`src/rtl/soc_pkg.sv`:
```
// Shared SoC definitions: data-port width codes, MMIO map and UART register layout.
// Imported by the memory-mapped peripherals sitting next to main_mem.
package soc_pkg;

  localparam logic [1:0] DW_BYTE = 2'd0;
  localparam logic [1:0] DW_HALF = 2'd1;
  localparam logic [1:0] DW_WORD = 2'd2;

  localparam logic [31:0] UART_BASE = 32'hFFFF_0000;

  localparam logic [31:0] UART_TXDATA = 32'h0000_0000;
  localparam logic [31:0] UART_STATUS = 32'h0000_0004;

  localparam int ST_FULL    = 0;
  localparam int ST_EMPTY   = 1;
  localparam int ST_BUSY    = 2;
  localparam int ST_OVF     = 3;
  localparam int ST_CNT_LSB = 4;

  typedef enum logic [1:0] {
    IDLE  = 2'd0,
    START = 2'd1,
    DATA  = 2'd2,
    STOP  = 2'd3
  } uart_state_t;

endpackage

```
`src/rtl/mmio_uart_tx_sync_fifo.sv`:
```
// Single-clock FIFO with extra-MSB pointers; full/empty come from the pointer MSB compare.
// Pushes while full and pops while empty are ignored.
module sync_fifo #(
  parameter int WIDTH = 8,
  parameter int DEPTH = 8
) (
  input  logic                   clk,
  input  logic                   reset,
  input  logic                   push,
  input  logic [WIDTH-1:0]       wdata,
  input  logic                   pop,
  output logic [WIDTH-1:0]       rdata,
  output logic                   full,
  output logic                   empty,
  output logic [$clog2(DEPTH):0] count
);

  localparam int AW = $clog2(DEPTH);

  logic [AW:0]      wr_ptr;
  logic [AW:0]      rd_ptr;
  logic [WIDTH-1:0] mem [DEPTH];
  logic             do_push;
  logic             do_pop;

  assign empty   = (wr_ptr == rd_ptr);
  assign full    = (wr_ptr[AW] != rd_ptr[AW]) && (wr_ptr[AW-1:0] == rd_ptr[AW-1:0]);
  assign count   = wr_ptr - rd_ptr;
  assign do_push = push & ~full;
  assign do_pop  = pop & ~empty;
  assign rdata   = mem[rd_ptr[AW-1:0]];

  always_ff @(posedge clk or posedge reset) begin
    if (reset) begin
      wr_ptr <= '0;
      rd_ptr <= '0;
    end else begin
      if (do_push) wr_ptr <= wr_ptr + 1'b1;
      if (do_pop)  rd_ptr <= rd_ptr + 1'b1;
    end
  end

  // Storage holds only data, so it is never cleared; the pointers define validity.
  always_ff @(posedge clk) begin
    if (do_push) mem[wr_ptr[AW-1:0]] <= wdata;
  end

endmodule

```
`src/rtl/mmio_uart_tx.sv`:
```
// Memory-mapped 8N1 UART transmitter on the core data port: TXDATA/STATUS window,
// transmit FIFO and bit-timing FSM. Status reads are combinational for the single-cycle core.
module mmio_uart_tx
  import soc_pkg::*;
#(
  parameter logic [31:0] BASE_ADDR  = UART_BASE,
  parameter int          CLK_HZ     = 12_500_000,
  parameter int          BAUD       = 115200,
  parameter int          FIFO_DEPTH = 8
) (
  input  logic        clk,
  input  logic        reset,
  input  logic [31:0] DAddr,
  input  logic [31:0] DWData,
  input  logic        DWE,
  input  logic [1:0]  DWidth,
  output logic [31:0] DRData,
  output logic        Sel,
  output logic        tx,
  output logic        TxBusy
);

  localparam int DIVISOR = (CLK_HZ + BAUD / 2) / BAUD;
  localparam int DIV_W   = (DIVISOR > 2) ? $clog2(DIVISOR) : 1;
  localparam int CNT_W   = $clog2(FIFO_DEPTH) + 1;
  localparam logic [DIV_W-1:0] DIV_LAST = DIV_W'(DIVISOR - 1);

  if (DIVISOR < 2) begin : g_bad_divisor
    $error("mmio_uart_tx: CLK_HZ/BAUD gives a divisor below 2");
  end
  if (BASE_ADDR[2:0] != 3'b000) begin : g_bad_base
    $error("mmio_uart_tx: BASE_ADDR must be 8-byte aligned");
  end
  if (FIFO_DEPTH < 2 || FIFO_DEPTH > 64 || (FIFO_DEPTH & (FIFO_DEPTH - 1)) != 0) begin : g_bad_depth
    $error("mmio_uart_tx: FIFO_DEPTH must be a power of two in 2..64");
  end

  function automatic logic [3:0] sat_count(input logic [CNT_W-1:0] c);
    logic [7:0] wide;
    wide = 8'(c);
    return (wide > 8'd15) ? 4'hF : wide[3:0];
  endfunction

  uart_state_t      state;
  uart_state_t      state_nxt;
  logic [DIV_W-1:0] baud_cnt;
  logic [DIV_W-1:0] baud_nxt;
  logic [2:0]       bit_idx;
  logic [2:0]       idx_nxt;
  logic [7:0]       shift_q;
  logic [7:0]       shift_nxt;
  logic             bit_end;

  logic             is_status;
  logic             wr_txdata;
  logic             wr_status;
  logic             ovf;
  logic [7:0]       status_byte;

  logic             fifo_pop;
  logic [7:0]       fifo_rdata;
  logic             fifo_full;
  logic             fifo_empty;
  logic [CNT_W-1:0] fifo_count;

  // Width code, byte offset within the word and upper store lanes do not affect this block.
  logic unused_bits;
  assign unused_bits = ^{DWidth, DAddr[1:0], DWData[31:8]};

  assign Sel       = (DAddr[31:3] == BASE_ADDR[31:3]);
  assign is_status = DAddr[2];
  assign wr_txdata = Sel & DWE & ~is_status;
  assign wr_status = Sel & DWE & is_status;
  assign TxBusy    = (state != IDLE) | ~fifo_empty;
  assign bit_end   = (baud_cnt == DIV_LAST);

  sync_fifo #(
    .WIDTH (8),
    .DEPTH (FIFO_DEPTH)
  ) u_fifo (
    .clk   (clk),
    .reset (reset),
    .push  (wr_txdata),
    .wdata (DWData[7:0]),
    .pop   (fifo_pop),
    .rdata (fifo_rdata),
    .full  (fifo_full),
    .empty (fifo_empty),
    .count (fifo_count)
  );

  // A store that finds the FIFO full is lost even if a pop happens on the same edge.
  always_ff @(posedge clk or posedge reset) begin
    if (reset) begin
      ovf <= 1'b0;
    end else if (wr_txdata && fifo_full) begin
      ovf <= 1'b1;
    end else if (wr_status) begin
      ovf <= 1'b0;
    end
  end

  always_comb begin
    status_byte                     = '0;
    status_byte[ST_FULL]            = fifo_full;
    status_byte[ST_EMPTY]           = fifo_empty;
    status_byte[ST_BUSY]            = TxBusy;
    status_byte[ST_OVF]             = ovf;
    status_byte[ST_CNT_LSB +: 4]    = sat_count(fifo_count);
  end

  assign DRData = (Sel && is_status) ? {24'b0, status_byte} : 32'b0;

  always_ff @(posedge clk or posedge reset) begin
    if (reset) begin
      state    <= IDLE;
      baud_cnt <= '0;
      bit_idx  <= '0;
    end else begin
      state    <= state_nxt;
      baud_cnt <= baud_nxt;
      bit_idx  <= idx_nxt;
    end
  end

  always_ff @(posedge clk) begin
    shift_q <= shift_nxt;
  end

  // tx is decoded from state so an asynchronous reset returns the line high at once.
  always_comb begin
    state_nxt = state;
    baud_nxt  = baud_cnt;
    idx_nxt   = bit_idx;
    shift_nxt = shift_q;
    fifo_pop  = 1'b0;
    tx        = 1'b1;
    unique case (state)
      IDLE: begin
        if (!fifo_empty) begin
          fifo_pop  = 1'b1;
          shift_nxt = fifo_rdata;
          baud_nxt  = '0;
          state_nxt = START;
        end
      end
      START: begin
        tx = 1'b0;
        if (bit_end) begin
          baud_nxt  = '0;
          idx_nxt   = '0;
          state_nxt = DATA;
        end else begin
          baud_nxt = baud_cnt + 1'b1;
        end
      end
      DATA: begin
        tx = shift_q[0];
        if (bit_end) begin
          baud_nxt  = '0;
          shift_nxt = {1'b0, shift_q[7:1]};
          idx_nxt   = bit_idx + 3'd1;
          if (bit_idx == 3'd7) state_nxt = STOP;
        end else begin
          baud_nxt = baud_cnt + 1'b1;
        end
      end
      STOP: begin
        if (bit_end) begin
          baud_nxt  = '0;
          state_nxt = IDLE;
        end else begin
          baud_nxt = baud_cnt + 1'b1;
        end
      end
      default: state_nxt = IDLE;
    endcase
  end

endmodule

```
`config.mk`:
```
export PLATFORM = sky130hd
export DESIGN_NAME = mmio_uart_tx
export DESIGN_NICKNAME = d
export VERILOG_FILES = /design/src/rtl/soc_pkg.sv /design/src/rtl/mmio_uart_tx_sync_fifo.sv /design/src/rtl/mmio_uart_tx.sv
export SDC_FILE = /design/constraint.sdc
export NUM_CORES = 1
export LEC_CHECK = 0
export CAP_MARGIN = 0
export CORE_ASPECT_RATIO = 1.1
export CORE_MARGIN = 2
export CORE_UTILIZATION = 50
export CTS_CLUSTER_SIZE = 14
export DETAILED_ROUTE_END_ITERATION = 12
export GPL_TIMING_DRIVEN = 0
export PLACE_DENSITY = 0.8
export SLEW_MARGIN = 20
export SYNTH_ARGS = -nofsm -noshare
export SYNTH_HDL_FRONTEND = slang
export SYNTH_HIERARCHICAL = 1
export SYNTH_SLANG_ARGS = --single-unit
```
`constraint.sdc`:
```
create_clock -name clk -period 3.3 [get_ports clk]
set_input_delay 0.33 -clock clk [delete_from_list [all_inputs] [get_ports clk]]
set_output_delay 0.33 -clock clk [all_outputs]
set_load 0.05 [all_outputs]
```
# [Word level (Yosys, flattened, before mapping)]
# Memories as Yosys holds them, arrays and structs flattened.
# Index checks and enable logic that the tools add are counted.
[totals] in_bits=69 memories=1 output_inout_bits=35 latch_bits=0 register_bits=29 rom_bits=0 mem_bits_rw=64
[memory_table] memory="u_fifo.mem" words=8 word_bits=8 rd=1 rd_clocked_by_memory_dff=0 wr=1 line_no="mmio_uart_tx_sync_fifo.sv:22" text="logic [WIDTH-1:0] mem [DEPTH];"
[classes] n_mux=23 shift=0 reduce_logical=12 eq_ne=14 n_lt_le_gt_ge=0 bitwise_logic=9 add_sub_neg=5 div=0 multipliers=0
[ops] operator="$eq A29 B29 Y1 const B" count=1
[ops] operator="$mux W8" count=3
[ops] operator="$pmux W8 S2" count=1
[ops] operator="$mux W7" count=2
[ops] operator="$pmux W7 S2" count=1
[ops] operator="$mux W2" count=5
[ops] operator="$ne A2 B2 Y1 const B" count=5
[ops] operator="$add A4 B1 Y4 const B" count=2
[ops] operator="$pmux W2 S4" count=1
[ops] operator="$reduce_bool A2 Y1" count=4
[ops] operator="$add A7 B1 Y7 const B" count=1
[ops] operator="$eq A7 B7 Y1 const B" count=1
[ops] operator="$mux W1" count=6
[ops] operator="$mux W3" count=2
[ops] operator="$pmux W3 S2" count=1
[ops] operator="$reduce_and A3 Y1" count=2
[ops] operator="$and A1 B1 Y1" count=5
[ops] operator="$reduce_and A5 Y1" count=1
[ops] operator="$eq A2 B2 Y1 const B" count=2
[ops] operator="$eq A4 B4 Y1" count=1
[ops] operator="$sub A4 B4 Y4" count=1
[ops] operator="$add A3 B1 Y3 const B" count=1
[ops] operator="$eq A3 B3 Y1" count=1
[ops] operator="$eq A3 B3 Y1 const B" count=1
[ops] operator="other kinds (8)" count=12

# [Longest topological paths before layout]
# Gate-level depths: netlist (run 1).
[depth] ltp_word=6 mapped_depth=10

# [Hierarchy]
# The synthesis (run 1) kept the hierarchy.
[by_module_without_submodules] mod="sync_fifo" seq_area_each_um2=2122.0 area_each_um2=2996.6 cells_per_inst=168 instances=1
[by_module_without_submodules] mod="mmio_uart_tx" seq_area_each_um2=565.5 area_each_um2=1466.4 cells_per_inst=141 instances=1

# [Worst setup path before layout (run 1)]
# Ideal clock, no wire load.
[synth_timing] path_kind="register to output" startpoint="reg u_fifo.rd_ptr[1]" endpoint="out DRData[2]" t_arrival_ps=2632 slack_ps=338 stages_incl_launch_ff=11 path_buffers=3 path_cell_list="dfrtp_1 -> buf_2 -> buf_2 -> inv_1 -> ha_1 -> nand3_1 -> nor2_1 -> and2_1 -> clkbuf_1 -> inv_1 -> and2_1"
[synth_between] elab_chain_cells=4
[synth_lines] item="from (decl)" line_no="mmio_uart_tx_sync_fifo.sv:21" text="logic [AW:0] rd_ptr;"
[synth_lines] item="from (signal assigned)" line_no="mmio_uart_tx_sync_fifo.sv:39" text="if (do_pop) rd_ptr <= rd_ptr + 1'b1;"
[synth_lines] item="$eq A4 B4 Y1" line_no="mmio_uart_tx_sync_fifo.sv:26" text="assign empty = (wr_ptr == rd_ptr);"
[synth_lines] item="named net fifo_empty" line_no="mmio_uart_tx.sv:63" text="logic fifo_empty;"
[synth_lines] item="$not A1 Y1" line_no="mmio_uart_tx.sv:74" text="assign TxBusy = (state != IDLE) | ~fifo_empty;"
[synth_lines] item="$or A1 B1 Y1" line_no="mmio_uart_tx.sv:74"
[synth_lines] item="named net TxBusy" line_no="mmio_uart_tx.sv:20" text="output logic TxBusy"
[synth_lines] item="$mux W8" line_no="mmio_uart_tx.sv:112" text="assign DRData = (Sel && is_status) ? {24'b0, status_byte} : 32'b0;"
[synth_lines] item="to (decl)" line_no="mmio_uart_tx.sv:17" text="output logic [31:0] DRData,"
# The timed path passes the listed nets, and every way through them passes these cells.

# [Worst setup path after layout (run 1)]
[layout_timing] startpoint="reg u_fifo.rd_ptr[1]" endpoint="out DRData[2]"
[layout_between] elab_chain_cells=4
[layout_lines] item="$eq A4 B4 Y1" line_no="mmio_uart_tx_sync_fifo.sv:26"
[layout_lines] item="named net fifo_empty" line_no="mmio_uart_tx.sv:63"
[layout_lines] item="$not A1 Y1" line_no="mmio_uart_tx.sv:74"
[layout_lines] item="$or A1 B1 Y1" line_no="mmio_uart_tx.sv:74"
[layout_lines] item="$mux W8" line_no="mmio_uart_tx.sv:112"
# The timed path passes the listed nets, and every way through them passes these cells.

==> run metrics, run 1 <==
PnR worst setup slack=0.197 ns; reg-to-reg startpoint=u_fifo/rd_ptr[1]; Setup CP Type=reg2out; Data arrival, critical path=about 2.8 ns; Startpoint Class=flip-flop; # diodes=0; CTS clk-pin slew, worst paths=0.09 ns; WP data required=roughly 3.0 ns; Fmax=around 0.32 GHz; Tmin final=3.10 ns; initial core utilization=about half; clk buf depth=2; Routed Antenna Nets=0; die footprint=9700 sq um; fin crit share=94.0%; most common cell after layout, fill and taps aside=edfxtp_1; PwrDens=401 nW/um^2; layout cells sized above 1=23.8%; via count=2,630; gr ovfl total=0; Layout Area Growth over Synthesis=21.9%; Post-DP HPWL=around 5.8 mm; Max VDD drop=0.000335 V; register-to-register setup slack=0.55 ns; Final Hold Violating Endpoints=0; vias per inst=about 5.1; CTS tree=yes; final net count=478; Initial DRT Pass Iterations=4; met2 Track Usage GR=a little under a third; core area=8780 sq um; GR Util met1=a little over a fifth; Post-synth ARST share=between 20 and 25%; wire length per cell=15.4 um; actual slew at the worst max-slew pin=between 0.8 and 0.9 ns; initial antenna violation count=0; die width=94.1 um; status=completed; grt peak-use layer=met2; min-delay worst type=in2async; Max Cap Viol=0; Global Route Usage Sum=17.7%; Synth warnings=6; Yosys reg bits=93; Synth Cell Area=approximately 4500 sq um; vias in the first global route=2,687; Pleak=2.16 nW; clock sink total=93; largest net degree at the start of global routing=17; Post-Route WL=7.92 mm; Post-CTS Setup Inserts=0; pre-CTS worst setup slack=-0.470 ns; Final setup viols=0; main flop type after synthesis=edfxtp_1; most frequent cells in the layout=edfxtp_1, clkdlybuf4s50_1, nand2_1; Syn Inst Count=roughly 310; R2R Path End=shift_q[6]; global-route wire length before repair=about 13 mm; RSZ-0062 raised after global routing=false; FP Rows=36; Worst setup EP type=output pin; drt drc=0; starting DRC count in detailed routing=118; H-tree depth=3; worst-path fanout max=10; Slew Viols, Final=0; max_slew headroom=41.3%; Post-synth EDFFs=72; # port buffers=51; Reg2Reg Depth=8; sequential share of the synthesized area=roughly 60%; Unique masters post-synth=48; Clock Latency Late Sink=approximately 0.35 ns; routing usage on met3=under 10%; Post-Route Setup TNS=0 ns; Worst Skew=0.00983 ns; Final Wtd Congestion=0.817; CTS buffer count=9; clk root buf=clkbuf_8; Avg Cell Area, Syn=14.4 sq um; I/O Pins=104; die span in y=about 100 um
-- kinds of logic after synthesis --
| logic type | count (synthesis) | synth area share (%) |
|---|---|---|
| flops | 93 | 60.2 |
| fa+ha+maj | 15 | 4.37 |
| buf+inv | 50 | 6.87 |
| other cells | 1 | 0.0840 |
| compound gates | 26 | 4.77 |
| simple gates | 85 | 9.92 |
| mux | 28 | 11.4 |
| xor+xnor | 11 | 2.33 |
-- power breakdown --
part           switching (W)  internal, W
sequential        0.00000135      0.00126
clock               0.000393     0.000354
combinational       0.000101    0.0000700
-- worst max-delay path: stages, from the launching register on --
cell and delay, ns:
dfrtp_1 0.42, buf_4 0.23, buf_4 0.22, inv_1 0.06
ha_1 0.31, nand3_2 0.18, nor2_2 0.20, and2_2 0.26
inv_1 0.13, and2_1 0.16, clkbuf_2 0.23
-- registers in the layout, summed over array words and instances, names as in the netlist --
| register | count |
|---|---|
| bit_idx | 3 |
| u_fifo/wr_ptr | 4 |
| state | 2 |
| ovf | 1 |
| shift_q | 8 |
| baud_cnt | 7 |
| u_fifo/rd_ptr | 4 |
| u_fifo/mem | 64 |
-- final cells by class --
cell class,instances,area [sq um]
buffer,30,236
clock buffer,9,124
clock inverter,7,73.8
fill,660,3340
inverter,19,71.3
multi-input combinational,189,1600
sequential,93,2690
tap,114,143
timing repair buffer,52,509
-- how the worst max path moves through the flow --
stage / end / slack, ns / from
global placement: u_fifo/mem[0][3] / -0.56 / DAddr[23]
finish: DRData[2] / 0.20 / u_fifo/rd_ptr[1]
detailed placement: DRData[2] / -0.47 / u_fifo/rd_ptr[1]
CTS: DRData[2] / 0.003 / u_fifo/rd_ptr[1]
floorplan: DRData[2] / 0.34 / u_fifo/rd_ptr[1]
global route: DRData[2] / 0.03 / u_fifo/rd_ptr[1]
-- through the flow --
stage	total power, W	cells	utilization (%)	hold slack [ns]	cell area [sq um]
after global placement	0.00146	497	59.2	0.476	5200
final	0.00218	513	61.9	0.255	5440
after CTS	0.00220	513	62.0	0.251	5440
after floorplan	0.00140	332	-	0.146	4550
after global routing	0.00225	513	61.9	0.281	5440
after detailed placement	0.00146	498	59.6	0.489	5240
-- synthesized netlist by cell type, types with 2 or more instances --
master / instances / share of area (%)
dfrtp_1: 21 / 12
and2_1: 12 / 1.7
nand4_1: 3 / 0.42
nor4_1: 4 / 0.56
inv_1: 18 / 1.5
nor3_1: 5 / 0.56
mux4_2: 15 / 7.6
buf_2: 4 / 0.45
a21oi_2: 2 / 0.39
a31oi_1: 6 / 0.84
ha_1: 14 / 3.9
nand2b_1: 4 / 0.56
nand2_1: 28 / 2.4
o21ai_0: 2 / 0.22
a22o_1: 3 / 0.59
a21oi_1: 4 / 0.45
xnor2_1: 6 / 1.2
edfxtp_1: 72 / 48
nor2_1: 11 / 0.93
xor2_1: 4 / 0.78
and3_1: 4 / 0.56
and4_1: 2 / 0.39
buf_4: 24 / 4.0
nand3_1: 6 / 0.67
mux2_2: 9 / 2.3
o21ai_2: 2 / 0.39
mux2_4: 3 / 1.0
-- routing by layer --
| layer | up-vias | wire length (um) | part of all wire, % |
|---|---|---|---|
| li1 | 1258 | - | - |
| met1 | 1297 | 3350 | 42 |
| met2 | 59 | 4150 | 52 |
| met3 | 16 | 288 | 3.6 |
| met4 | 0 | 133 | 1.7 |
| met5 | - | 0 | 0 |
-- repair_timing --
action,in CTS,in global routing
gates resized for setup,8,6
hold buffers,0,0
pin swaps,0,0
setup endpoints to repair,5,4
Power figures use the tool's default switching activity.
==> run 2, diff against run 1 <==
--- a/config.mk
+++ b/config.mk
@@ -8,11 +8,11 @@
 export CAP_MARGIN = 0
 export CORE_ASPECT_RATIO = 1.1
 export CORE_MARGIN = 2
-export CORE_UTILIZATION = 50
+export CORE_UTILIZATION = 35
 export CTS_CLUSTER_SIZE = 14
 export DETAILED_ROUTE_END_ITERATION = 12
 export GPL_TIMING_DRIVEN = 0
-export PLACE_DENSITY = 0.8
+export SETUP_SLACK_MARGIN = 0.3
 export SLEW_MARGIN = 20
 export SYNTH_ARGS = -nofsm -noshare
 export SYNTH_HDL_FRONTEND = slang
==> run metrics, run 2 (synthesized netlist as in run 1, its figures left out) <==
status=completed; Pint=0.00187 W (+11%); most frequent cells in the layout=edfxtp_1, clkdlybuf4s50_1, nand2_1; worst-path fanout max=10 (unchanged); starting DRC count in detailed routing=147 (+25%); final net count=481 (+0.63%); Tmin final=2.87 ns (-0.234 ns); Final Hold Violating Endpoints=0 (unchanged); Fmax=0.349 GHz (+8.2%); Clk pwr share=41.2% (+7.0 points); grt peak-use layer=met2; Clock Latency Late Sink=0.34 ns (about the same); WP data required=2.97 ns (about the same); Post-DP HPWL=5.96 mm (+3.6%); met2 Track Usage GR=22.7% (-8.6 points); # diodes=0 (unchanged); Setup CP Type=reg2out; Initial DRT Pass Iterations=4 (unchanged); core area=12,500 sq um (+43%); max_slew headroom=47.5% (+6.3 points); layout cells sized above 1=25.4% (+1.6 points); gr ovfl total=0 (unchanged); initial antenna violation count=0 (unchanged); Post-Route WL=8.08 mm (+2.0%); Data arrival, critical path=2.54 ns (-0.23 ns); clk buf depth=2 (unchanged); wire length per cell=14.5 um (-6.4%); Final setup viols=0 (unchanged); NetSw=0.000572 W (+16%); Worst Skew=0.00730 ns (-0.00253 ns); Routed Antenna Nets=0 (unchanged); min-delay worst type=in2async; global-route wire length before repair=13.2 mm (+2.1%); Slew Viols, Final=0 (unchanged); clk root buf=clkbuf_16; Multi-input gate area=1610 sq um (+0.86%); Sequential Power Share=51.8% (-6.1 points); die span in y=122 um (+19%); fin crit share=86.9% (-7.1 points); Sw Ratio=23.4% (+0.73 points); Worst setup EP type=output pin; CTS buffer count=9 (unchanged); FF+latch area=2690 sq um (unchanged); Tot Pwr=0.00244 W (+12%); FP Rows=43 (+19%); most common cell after layout, fill and taps aside=edfxtp_1; H-tree depth=3 (unchanged); die footprint=13,700 sq um (+41%); # fillers=1,126 (+71%); vias per inst=4.68 (-8.7%); vias in the first global route=2,624 (-2.3%); PwrDens=434 nW/um^2 (+8.1%); combinational power share=7.0% (-0.8 points); Pleak=2.21 nW (+2.6%); Final Wtd Congestion=0.750 (-8.2%); die width=112 um (+19%); via count=2,616 (-0.53%); Final Util=44.9% (-17 points); clock sink total=93 (unchanged); Global Route Usage Sum=12.5% (-5.2 points); CTS clk-pin slew, worst paths=0.07 ns (-0.02 ns); Max VDD drop=0.000448 V (+34%); max reg flops=64 (unchanged); Startpoint Class=flip-flop; placed inst area=5290 sq um (+1.0%); GR Util met1=14.9% (-6.9 points); CTS tree=yes; Layout Area Growth over Synthesis=26.2%; routing usage on met3=2.77% (-1.0 points); drt drc=0 (unchanged); RSZ-0062 raised after global routing=true; Final Cell Area=5630 sq um (+3.5%); I/O Pins=104 (unchanged); actual slew at the worst max-slew pin=0.783 ns (-0.0950 ns); largest net degree at the start of global routing=20 (+3); initial core utilization=35.6% (-15 points); # port buffers=51 (unchanged); Max Cap Viol=0 (unchanged)
-- run 2: cell types whose count changed in the layout (fill, tap and decap cells not counted), moves of 4 or more --
cell	previous run	this run
clkbuf_8	9	0
dlygate4sd2_1	1	6
clkdlybuf4s50_1	46	42
clkbuf_16	0	9
-- run 2: repair_timing --
action / in CTS / in global routing
buffers inserted: 0 / 2
hold buffers: 0 / 0
setup endpoints to repair: 25 / 13
resized for setup: 26 / 6
-- run 2: layout make-up --
cell class	instances	area share, %
Buffer	31	4.53
Clock inverter	7	1.31
Inverter	19	1.27
Timing Repair Buffer	54	9.13
Tap cell	157	3.49
Clock buffer	9	4.00
Multi-Input combinational cell	189	28.6
Sequential cell	93	47.7
-- run 2: critical path: stages (launching register included) --
cell and delay, ns:
dfrtp_1 0.41, buf_8 0.17, buf_6 0.17, inv_1 0.06, ha_1 0.33, nand3_4 0.15, nor2_4 0.14, and2_1 0.13
clkbuf_2 0.18, inv_2 0.09, and2_1 0.15, buf_2 0.21
-- run 2: power by group through the flow --
| stage | clock network, W | logic (W) | registers (W) |
|---|---|---|---|
| 2_1_floorplan | 0 | 0.000106 | 0.00129 |
| 3_3_place_gp | 0 | 0.000168 | 0.00129 |
| 3_5_place_dp | 0 | 0.000171 | 0.00129 |
| 4_1_cts | 0.00104 | 0.000171 | 0.00126 |
| 5_1_grt | 0.00109 | 0.000182 | 0.00126 |
| 6_report | 0.00101 | 0.000171 | 0.00126 |
-- run 2: metrics by stage --
step	TNS, ns	setup WS [ns]	cells	hold slack (ns)
after CTS	0	0.207	557	0.274
after floorplan	0	0.338	332	0.146
final	0	0.431	559	0.270
after global placement	-14.26	-0.479	540	0.480
after detailed placement	-0.923	-0.525	541	0.489
after global routing	0	0.274	559	0.307
-- run 2: final timing paths --
| kind | slack (ns) | from | endpoint | cells past startpoint |
|---|---|---|---|---|
| max | 0.43 | u_fifo/rd_ptr[1] | DRData[2] | 11 |
| min | 0.27 | reset | u_fifo/rd_ptr[2] | 2 |
| max reg2reg | 0.61 | u_fifo/rd_ptr[1] | shift_q[3] | 9 |
| min reg2reg | 0.49 | baud_cnt[6] | baud_cnt[6] | 1 |
| max in group asynchronous | 2.60 | reset | bit_idx[0] | 2 |
| min in group clk | 0.49 | baud_cnt[6] | baud_cnt[6] | 1 |
-- run 2: per-layer routing --
| metal | wire length, um | share of wire, % | vias to the layer above |
|---|---|---|---|
| met5 | 0 | 0 | - |
| met4 | 111 | 1.4 | 0 |
| met3 | 291 | 3.6 | 12 |
| met2 | 4200 | 52 | 47 |
| met1 | 3470 | 43 | 1282 |
| li1 | - | - | 1275 |
==> run 3, diff against run 2 <==
--- a/config.mk
+++ b/config.mk
@@ -18,3 +18,4 @@
 export SYNTH_HDL_FRONTEND = slang
 export SYNTH_HIERARCHICAL = 1
 export SYNTH_SLANG_ARGS = --single-unit
+export TNS_END_PERCENT = 100
==> results of run 3 <==
Final layout, timing and power as in run 2 (identical DEF).
